==> src/rtl/ddr3_wr_burst_pkg.sv <==
// ddr3_wr_burst_pkg: MIG command encodings and burst FSM states shared by the DDR3_RW datapath
package ddr3_wr_burst_pkg;
    localparam logic [2:0] CMD_WRITE = 3'b000;
    localparam logic [2:0] CMD_READ  = 3'b001;
    typedef enum logic [1:0] {IDLE, WRITE, DONE} state_t;
endpackage

==> src/rtl/ddr3_wr_burst_if.sv <==
// ddr3_wr_burst_if: user-side burst handshake plus MIG app command/write-data bus
interface ddr3_wr_burst_if #(
    parameter int DATA_WIDTH = 128,
    parameter int ADDR_WIDTH = 28
);
    logic                    wr_burst_start;
    logic [ADDR_WIDTH-1:0]   wr_burst_len;
    logic [ADDR_WIDTH-1:0]   wr_burst_addr;
    logic [DATA_WIDTH-1:0]   wr_burst_data;
    logic                    wr_burst_data_req;
    logic                    wr_burst_busy;
    logic                    wr_burst_done;
    logic                    app_en;
    logic                    app_rdy;
    logic [2:0]              app_cmd;
    logic [ADDR_WIDTH-1:0]   app_addr;
    logic                    app_wdf_wren;
    logic                    app_wdf_end;
    logic [DATA_WIDTH-1:0]   app_wdf_data;
    logic [DATA_WIDTH/8-1:0] app_wdf_mask;
    logic                    app_wdf_rdy;
    modport master (
        input  wr_burst_start, wr_burst_len, wr_burst_addr, wr_burst_data, app_rdy, app_wdf_rdy,
        output wr_burst_data_req, wr_burst_busy, wr_burst_done, app_en, app_cmd, app_addr,
               app_wdf_wren, app_wdf_end, app_wdf_data, app_wdf_mask
    );
    modport slave (
        output wr_burst_start, wr_burst_len, wr_burst_addr, wr_burst_data, app_rdy, app_wdf_rdy,
        input  wr_burst_data_req, wr_burst_busy, wr_burst_done, app_en, app_cmd, app_addr,
               app_wdf_wren, app_wdf_end, app_wdf_data, app_wdf_mask
    );
endinterface

==> src/rtl/ddr3_wr_burst.sv <==
// ddr3_wr_burst: drains a FWFT FIFO into MIG as paired write-data beats and WRITE commands,
// keeping data at or ahead of commands by at most MAX_LEAD beats.
module ddr3_wr_burst
    import ddr3_wr_burst_pkg::*;
#(
    parameter int DATA_WIDTH = 128,
    parameter int ADDR_WIDTH = 28,
    parameter int ADDR_STEP  = 8,
    parameter int MAX_LEAD   = 2
) (
    input logic              clk,
    input logic              rst_n,
    ddr3_wr_burst_if.master  bus
);
    state_t                state;
    logic [ADDR_WIDTH-1:0] len_q, addr_q, cmd_cnt, dat_cnt, cmd_nx, dat_nx;
    logic                  busy_q, done_q, wren, en, dat_hs, cmd_hs;
    // Enables depend only on registered state so rdy never feeds back into valid
    assign wren   = state == WRITE && dat_cnt < len_q && (dat_cnt - cmd_cnt) < ADDR_WIDTH'(MAX_LEAD);
    assign en     = state == WRITE && cmd_cnt < len_q && cmd_cnt < dat_cnt;
    assign dat_hs = wren && bus.app_wdf_rdy;
    assign cmd_hs = en && bus.app_rdy;
    assign dat_nx = dat_hs ? dat_cnt + 1'b1 : dat_cnt;
    assign cmd_nx = cmd_hs ? cmd_cnt + 1'b1 : cmd_cnt;
    assign bus.wr_burst_data_req = dat_hs;
    assign bus.wr_burst_busy     = busy_q;
    assign bus.wr_burst_done     = done_q;
    assign bus.app_en            = en;
    assign bus.app_cmd           = CMD_WRITE;
    assign bus.app_addr          = addr_q;
    assign bus.app_wdf_wren      = wren;
    assign bus.app_wdf_end       = wren;
    assign bus.app_wdf_data      = bus.wr_burst_data;
    assign bus.app_wdf_mask      = {(DATA_WIDTH/8){1'b0}};
    always_ff @(posedge clk) begin
        if (rst_n) begin
            state   <= IDLE;
            len_q   <= '0;
            addr_q  <= '0;
            cmd_cnt <= '0;
            dat_cnt <= '0;
            busy_q  <= 1'b0;
            done_q  <= 1'b0;
        end else begin
            done_q <= 1'b0;
            case (state)
                IDLE: if (bus.wr_burst_start && bus.wr_burst_len != '0) begin
                    state   <= WRITE;
                    busy_q  <= 1'b1;
                    len_q   <= bus.wr_burst_len;
                    addr_q  <= bus.wr_burst_addr;
                    cmd_cnt <= '0;
                    dat_cnt <= '0;
                end
                WRITE: begin
                    dat_cnt <= dat_nx;
                    cmd_cnt <= cmd_nx;
                    if (cmd_hs) addr_q <= addr_q + ADDR_WIDTH'(ADDR_STEP);
                    if (dat_nx == len_q && cmd_nx == len_q) begin
                        state  <= DONE;
                        busy_q <= 1'b0;
                        done_q <= 1'b1;
                    end
                end
                default: state <= IDLE;
            endcase
        end
    end
endmodule

==> src/flat_wrapper.sv <==
// flat-port wrapper written by rule: the top's interface ports become plain ports
module ddr3_wr_burst_flat import ddr3_wr_burst_pkg::*;
#(
    parameter int DATA_WIDTH = 128,
    parameter int ADDR_WIDTH = 28,
    parameter int ADDR_STEP  = 8,
    parameter int MAX_LEAD   = 2
)
  (clk, rst_n, bus_wr_burst_start, bus_wr_burst_len, bus_wr_burst_addr, bus_wr_burst_data, bus_app_rdy, bus_app_wdf_rdy, bus_wr_burst_data_req, bus_wr_burst_busy, bus_wr_burst_done, bus_app_en, bus_app_cmd, bus_app_addr, bus_app_wdf_wren, bus_app_wdf_end, bus_app_wdf_data, bus_app_wdf_mask);
  ddr3_wr_burst_if #(.DATA_WIDTH(DATA_WIDTH), .ADDR_WIDTH(ADDR_WIDTH)) bus_i ();
  input logic clk;
  input logic rst_n;
  input wire logic [$bits(bus_i.wr_burst_start)-1:0] bus_wr_burst_start;
  input wire logic [$bits(bus_i.wr_burst_len)-1:0] bus_wr_burst_len;
  input wire logic [$bits(bus_i.wr_burst_addr)-1:0] bus_wr_burst_addr;
  input wire logic [$bits(bus_i.wr_burst_data)-1:0] bus_wr_burst_data;
  input wire logic [$bits(bus_i.app_rdy)-1:0] bus_app_rdy;
  input wire logic [$bits(bus_i.app_wdf_rdy)-1:0] bus_app_wdf_rdy;
  output wire logic [$bits(bus_i.wr_burst_data_req)-1:0] bus_wr_burst_data_req;
  output wire logic [$bits(bus_i.wr_burst_busy)-1:0] bus_wr_burst_busy;
  output wire logic [$bits(bus_i.wr_burst_done)-1:0] bus_wr_burst_done;
  output wire logic [$bits(bus_i.app_en)-1:0] bus_app_en;
  output wire logic [$bits(bus_i.app_cmd)-1:0] bus_app_cmd;
  output wire logic [$bits(bus_i.app_addr)-1:0] bus_app_addr;
  output wire logic [$bits(bus_i.app_wdf_wren)-1:0] bus_app_wdf_wren;
  output wire logic [$bits(bus_i.app_wdf_end)-1:0] bus_app_wdf_end;
  output wire logic [$bits(bus_i.app_wdf_data)-1:0] bus_app_wdf_data;
  output wire logic [$bits(bus_i.app_wdf_mask)-1:0] bus_app_wdf_mask;
  assign bus_i.wr_burst_start = bus_wr_burst_start;
  assign bus_i.wr_burst_len = bus_wr_burst_len;
  assign bus_i.wr_burst_addr = bus_wr_burst_addr;
  assign bus_i.wr_burst_data = bus_wr_burst_data;
  assign bus_i.app_rdy = bus_app_rdy;
  assign bus_i.app_wdf_rdy = bus_app_wdf_rdy;
  assign bus_wr_burst_data_req = bus_i.wr_burst_data_req;
  assign bus_wr_burst_busy = bus_i.wr_burst_busy;
  assign bus_wr_burst_done = bus_i.wr_burst_done;
  assign bus_app_en = bus_i.app_en;
  assign bus_app_cmd = bus_i.app_cmd;
  assign bus_app_addr = bus_i.app_addr;
  assign bus_app_wdf_wren = bus_i.app_wdf_wren;
  assign bus_app_wdf_end = bus_i.app_wdf_end;
  assign bus_app_wdf_data = bus_i.app_wdf_data;
  assign bus_app_wdf_mask = bus_i.app_wdf_mask;
  ddr3_wr_burst #(.DATA_WIDTH(DATA_WIDTH), .ADDR_WIDTH(ADDR_WIDTH), .ADDR_STEP(ADDR_STEP), .MAX_LEAD(MAX_LEAD)) u_core (.clk(clk), .rst_n(rst_n), .bus(bus_i));
endmodule
==> config.mk <==
export PLATFORM = sky130hd
export DESIGN_NAME = ddr3_wr_burst_flat
export DESIGN_NICKNAME = d
export VERILOG_FILES = /design/src/rtl/ddr3_wr_burst_pkg.sv /design/src/rtl/ddr3_wr_burst_if.sv /design/src/rtl/ddr3_wr_burst.sv /design/src/flat_wrapper.sv
export SDC_FILE = /design/constraint.sdc
export NUM_CORES = 1
export LEC_CHECK = 0
export BUFFER_PORTS_ARGS = -buffer_cell sky130_fd_sc_hd__buf_2
export CORE_UTILIZATION = 41
export DETAILED_ROUTE_END_ITERATION = 8
export PLACE_DENSITY = 0.65
export SLEW_MARGIN = 25
export SYNTH_ARGS = -nofsm -noshare
export SYNTH_HDL_FRONTEND = slang
export SYNTH_SLANG_ARGS = --single-unit
==> constraint.sdc <==
create_clock -name clk -period 4 [get_ports clk]
set_input_delay 0.8 -clock clk [delete_from_list [all_inputs] [get_ports clk]]
set_output_delay 0.8 -clock clk [all_outputs]
set_load 0.02 [all_outputs]
# Word level (Yosys, flattened, before mapping)
# Index checks and enable logic that the tools add are counted.
# W data, S select, Z words.
[word_totals]
ramBits = 0
n_memories = 0
word_cells = 54
output_inout_bits = 181
latchBits = 0
rom_bits = 0
inputBits = 189
reg_bits = 116
[classes]
muxes = 15
add_sub_neg = 4
multipliers = 0
eq_ne = 6
n_div = 0
bitwise = 1
shift = 0
magnitude_cmp = 4
reduce_logical = 17
[op_table]
columns = ["operator", "n"]
rows = [
  ["$pmux W28 S2", 3],
  ["$mux W28", 5],
  ["$lt A28 B28 Y1", 3],
  ["$add A28 B1 Y28 const B", 2],
  ["$eq A28 B28 Y1", 2],
  ["$add A28 B4 Y28 const B", 1],
  ["$lt A28 B2 Y1 const B", 1],
  ["$reduce_bool A28 Y1", 1],
  ["$sub A28 B28 Y28", 1],
  ["$logic_and A1 B1 Y1", 8],
  ["$reduce_and A2 Y1", 3],
  ["$reduce_and A3 Y1", 2],
  ["$mux W2", 2],
  ["$ne A2 B1 Y1 const B", 2],
  ["$pmux W2 S2", 1],
  ["$mux W1", 3],
  ["$eq A2 B1 Y1 const B", 1],
  ["$logic_not A2 Y1", 1],
  ["$ne A2 B2 Y1 const B", 1],
  ["$pmux W1 S2", 1],
  ["$reduce_bool A2 Y1", 1],
  ["$reduce_or A2 Y1", 1],
  ["$not A1 Y1", 1],
]

# Depth between registers and ports, before layout
[depth]
word_depth = 9
depth_mapped = 19
ltp_nobuf = 17

# Worst setup path after synthesis
# Ideal clock, no wire load.
[synth_timing]
path_type = "register to output"
from = "register u_core.cmd_cnt[0]"
to = "output bus_wr_burst_data_req"
arrival_time_ns = 3.523
slack_ns = -0.323
path_stages_with_launch = 13
path_cell_list = "dfxtp_1 ha_1 inv_1 fa_1 a21o_1 a221o_2 nand2_2 a21oi_2 or3_1 a2111o_1 nor4_4 and4_1 buf_1"
[synth_via]
elab_chain_len = 4
[synth_lines]
columns = ["item", "line_no", "rtl"]
rows = [
  ["start, declared", "ddr3_wr_burst.sv:16", "logic [ADDR_WIDTH-1:0] len_q, addr_q, cmd_cnt, dat_cnt, cmd_nx, dat_nx;"],
  ["start signal, assigned", "ddr3_wr_burst.sv:57", "cmd_cnt <= cmd_nx;"],
  ["$sub A28 B28 Y28", "ddr3_wr_burst.sv:19", "assign wren = state == WRITE && dat_cnt < len_q && (dat_cnt - cmd_cnt) < ADDR_WIDTH'(MAX_LEAD);"],
  ["$lt A28 B2 Y1", "ddr3_wr_burst.sv:19", ""],
  ["$logic_and A1 B1 Y1", "ddr3_wr_burst.sv:19", ""],
  ["$logic_and A1 B1 Y1", "ddr3_wr_burst.sv:21", "assign dat_hs = wren && bus.app_wdf_rdy;"],
  ["end, declared", "flat_wrapper.sv:19", "output wire logic [$bits(bus_i.wr_burst_data_req)-1:0] bus_wr_burst_data_req;"],
]
# Every way passes these cells.

# Final worst setup path
[layout_timing]
from = "register u_core.dat_cnt[0]"
to = "register u_core.state[0]"
[layout_via]
elab_chain_len = 9
word_cells_on_any_way = 17
[layout_lines]
columns = ["item", "line_no", "rtl"]
rows = [
  ["start, declared", "ddr3_wr_burst.sv:16", ""],
  ["start signal, assigned", "ddr3_wr_burst.sv:56", "dat_cnt <= dat_nx;"],
  ["$sub A28 B28 Y28 or $lt A28 B28 Y1 (tied branches)", "ddr3_wr_burst.sv:19", ""],
  ["$lt A28 B2 Y1 or $logic_and A1 B1 Y1 (tied branches)", "ddr3_wr_burst.sv:19", ""],
  ["$logic_and A1 B1 Y1", "ddr3_wr_burst.sv:19", ""],
  ["$logic_and A1 B1 Y1", "ddr3_wr_burst.sv:21", ""],
  ["$mux W28", "ddr3_wr_burst.sv:23", "assign dat_nx = dat_hs ? dat_cnt + 1'b1 : dat_cnt;"],
  ["$eq A28 B28 Y1", "ddr3_wr_burst.sv:59", "if (dat_nx == len_q && cmd_nx == len_q) begin"],
  ["$logic_and A1 B1 Y1 *", "ddr3_wr_burst.sv:59", ""],
  ["$ne A2 B2 Y1 (no source line) *", "--", ""],
  ["$reduce_and A2 Y1 (no source line) *", "--", ""],
  ["end signal, assigned", "ddr3_wr_burst.sv:48", "state <= WRITE;"],
  ["end signal, assigned", "ddr3_wr_burst.sv:60", "state <= DONE;"],
  ["end signal, assigned", "ddr3_wr_burst.sv:65", "default: state <= IDLE;"],
  ["end, declared", "ddr3_wr_burst.sv:15", "state_t state;"],
]
# Mark *: on every way between the ends. The rest lies on a longest branch, timed or not.
# A chain may end at the register's enable or synchronous reset.

==> impl_metrics.tcl <==
set metrics [dict create \
    syn_avg_cell_area_sq_um 7.33 \
    final_nets 2247 \
    port_buffers 94 \
    crit_start "u_core.dat_cnt[0]$_SDFFE_PP0P_" \
    rsz0062_at_grt "yes" \
    nFillCells 2910 \
    tightest_slew_ns 0.968 \
    dieArea_sq_mm 0.0308 \
    row_count 63 \
    grt-ovfl-total 0 \
    slew_viol_final 0 \
    yosysUniqueCellTypes 97 \
    synthArstFlopShare_pct 0 \
    setup_viol 23 \
    grt_start_max_net_pins 63 \
    routedWlPerCell_um 21.5 \
    hold_class "reg2reg" \
    min_path_cells 2 \
    r2r_slack_ns -0.54 \
    ys_ff_latch 116 \
    setup_tns_ns -6.30 \
    r2r_cells 17 \
    diodes 0 \
    layout_min_cycle_time_ns 4.54 \
    track_usage_pct 32.9 \
    synthFlopType "dfxtp_1" \
    gp_congestion 1.01 \
    drt_pass1_iterations 6 \
    clockBufferDepth 2 \
    peakVddDrop_uv 299 \
    drt_wl_total_um 51100 \
    finalCritPeriodShare_pct 113 \
    max_slew_margin_pct 35.3 \
    grt_pass1_vias 13700 \
    grt_pass1_wl_um 77300 \
    hpwl_um 40700 \
    layout_common_cells "buf_4, nor2_1, nand2_1" \
    die_h_um 175 \
    yosysSeqAreaShare_pct 18.8 \
    arrival_ns 4.81 \
    clk_pin_slew_worst_paths_ns 0.06 \
    initial_core_util_pct 41.6 \
    worst_slack_ns -0.535 \
    drive_gt1_share_pct 32.0 \
    core_sq_mm 0.0296 \
    p_per_area_mw_per_mm2 237 \
    numCtsBuffers 17 \
    violations "setup timing" \
    yosys_warnings 0 \
    cp_max_fo 3 \
    hold_viol_final 0 \
    path_class "reg2reg" \
    outcome "complete, but fails checks" \
    initialDrtViolationCount 1398 \
    io_pins 370 \
    dieWidth_um 175 \
    drc 0 \
    critPathLaunchType "flop" \
    r2r-start "u_core.dat_cnt[0]$_SDFFE_PP0P_" \
    cp.required_ns 4.27 \
    final_common_cell "buf_4" \
    finClkSkew_ns 0.0135 \
    p_leak_nw 7.40 \
    whs_endpoint "u_core.bus.app_addr[1]$_SDFFE_PP0P_" \
    vias_per_cell 5.98 \
    syn_to_final_growth_pct 29.6 \
    synth_area_sq_mm 0.0123 \
    drv_cap 0 \
    synth_edf_count 0 \
    htreeDepth 4 \
    end_kind "flop" \
    clock_sinks 116 \
    hold_start "u_core.bus.app_addr[1]$_SDFFE_PP0P_" \
    antenna_found_initial 1 \
    cts_tree "yes" \
    clockRootBuffer "clkbuf_16" \
    syn_inst 1682 \
    num_vias 14200 \
    finalPower_mw 3.79 \
    timing.fmax_mhz 220 \
    reg2reg_to "u_core.state[0]$_SDFFE_PP0P_" \
    insertion_delay_ns 0.43 \
    postRouteAntennaNets 0 \
]
-- per-layer routing --
layer	part of all wire [%]	global-route usage (%)	vias to the layer above	routed length (um)
met4	5.2	18.4	2	2650
met2	44	52.3	713	22700
met3	8.2	5.11	164	4180
li1	-	-	6586	-
met5	0.023	0	-	12
met1	42	42.3	6741	21600
-- logic make-up after synthesis --
group | Yosys count | share of synthesized area [%]
AOI/OAI and AO/OA | 460 | 24.6
xor gates and xnor gates | 63 | 4.47
adders and majority gates | 86 | 8.78
buffers and inverters | 318 | 14.8
DFF | 116 | 18.8
muxes | 46 | 3.75
other | 1 | 0.0304
and+or+nand+nor | 592 | 24.7
-- power breakdown --
group          total [mW]  leakage, nW  switching (mW)  internal (mW)
Combinational       0.959         6.17           0.565          0.394
Clock                1.60        0.286           0.669          0.933
Sequential           1.23        0.946          0.0346           1.20
-- sequential cells by signal (all words and copies together) (netlist names) --
| name | cells |
|---|---|
| u_core.bus.app_addr | 28 |
| u_core.cmd_cnt | 28 |
| u_core.bus.wr_burst_done | 1 |
| u_core.len_q | 28 |
| u_core.dat_cnt | 28 |
| u_core.state | 2 |
| u_core.bus.wr_burst_busy | 1 |
-- cells in the mapped netlist (50+ instances only) --
cell type  count  area (sq um)
ha_1          85          1060
o21ai_0       87           435
a21oi_1      117           586
nand4_1       50           313
inv_1         75           282
nand3_1       50           250
dfxtp_1      116          2320
a211oi_1      56           420
nor2_1       170           638
buf_4        148          1110
clkbuf_1      72           270
nand2_1      125           469
-- area by class of cell --
class,count,area [sq um],area share [%]
Clock inverter,15,168,1.05
Tap cell,390,488,3.05
Multi-Input combinational cell,1266,8640,54.0
Sequential cell,116,2330,14.6
Inverter,76,288,1.80
Timing Repair Buffer,495,3650,22.8
Clock buffer,17,425,2.66
-- worst max path at each step --
stage                                       endpoint  slack (ns)  depth (start not counted)
2_1_floorplan  u_core.bus.wr_burst_busy$_SDFFE_PP0P_       -0.12                         17
3_3_place_gp   u_core.bus.wr_burst_busy$_SDFFE_PP0P_       -0.87                         17
3_5_place_dp   u_core.bus.wr_burst_busy$_SDFFE_PP0P_       -0.89                         17
4_1_cts                        bus_wr_burst_data_req       -0.47                         14
5_1_grt                 u_core.state[0]$_SDFFE_PP0P_       -0.68                         18
6_report                u_core.state[0]$_SDFFE_PP0P_       -0.54                         17
-- critical path: stages (launching register included) --
cell and delay [ns]:
dfxtp_4 0.35, inv_4 0.05, ha_4 0.12, inv_2 0.04
fa_2 0.53, a211o_1 0.38, nor4_2 0.32, o221ai_2 0.16
a211oi_2 0.22, o2111ai_1 0.13, or3_1 0.37, or4_4 0.45
or3_4 0.36, nand3_2 0.09, nand4_1 0.13, nor4_4 0.38
a41o_1 0.24, a21oi_2 0.06
-- timing repair --
action                     CTS  global route
gates resized for setup     72            40
pin swaps                   45            34
setup endpoints to repair   27            31
setup buffers               16            11
hold buffers                 0             0
-- metrics by stage --
step / worst slack, ns / instance area (sq um) / hold WS, ns / cells / util [%]
4_1_cts: -0.471 / 15800 / 0.507 / 2365 / 53.2
3_5_place_dp: -0.888 / 14700 / 0.488 / 2317 / 49.7
6_report: -0.535 / 16000 / 0.507 / 2375 / 53.9
2_1_floorplan: -0.117 / 12400 / 0.499 / 1700 / -
5_1_grt: -0.684 / 16000 / 0.540 / 2375 / 53.9
3_3_place_gp: -0.869 / 14700 / 0.472 / 2317 / 49.7
Note: power is estimated with default switching activity, not from simulation.
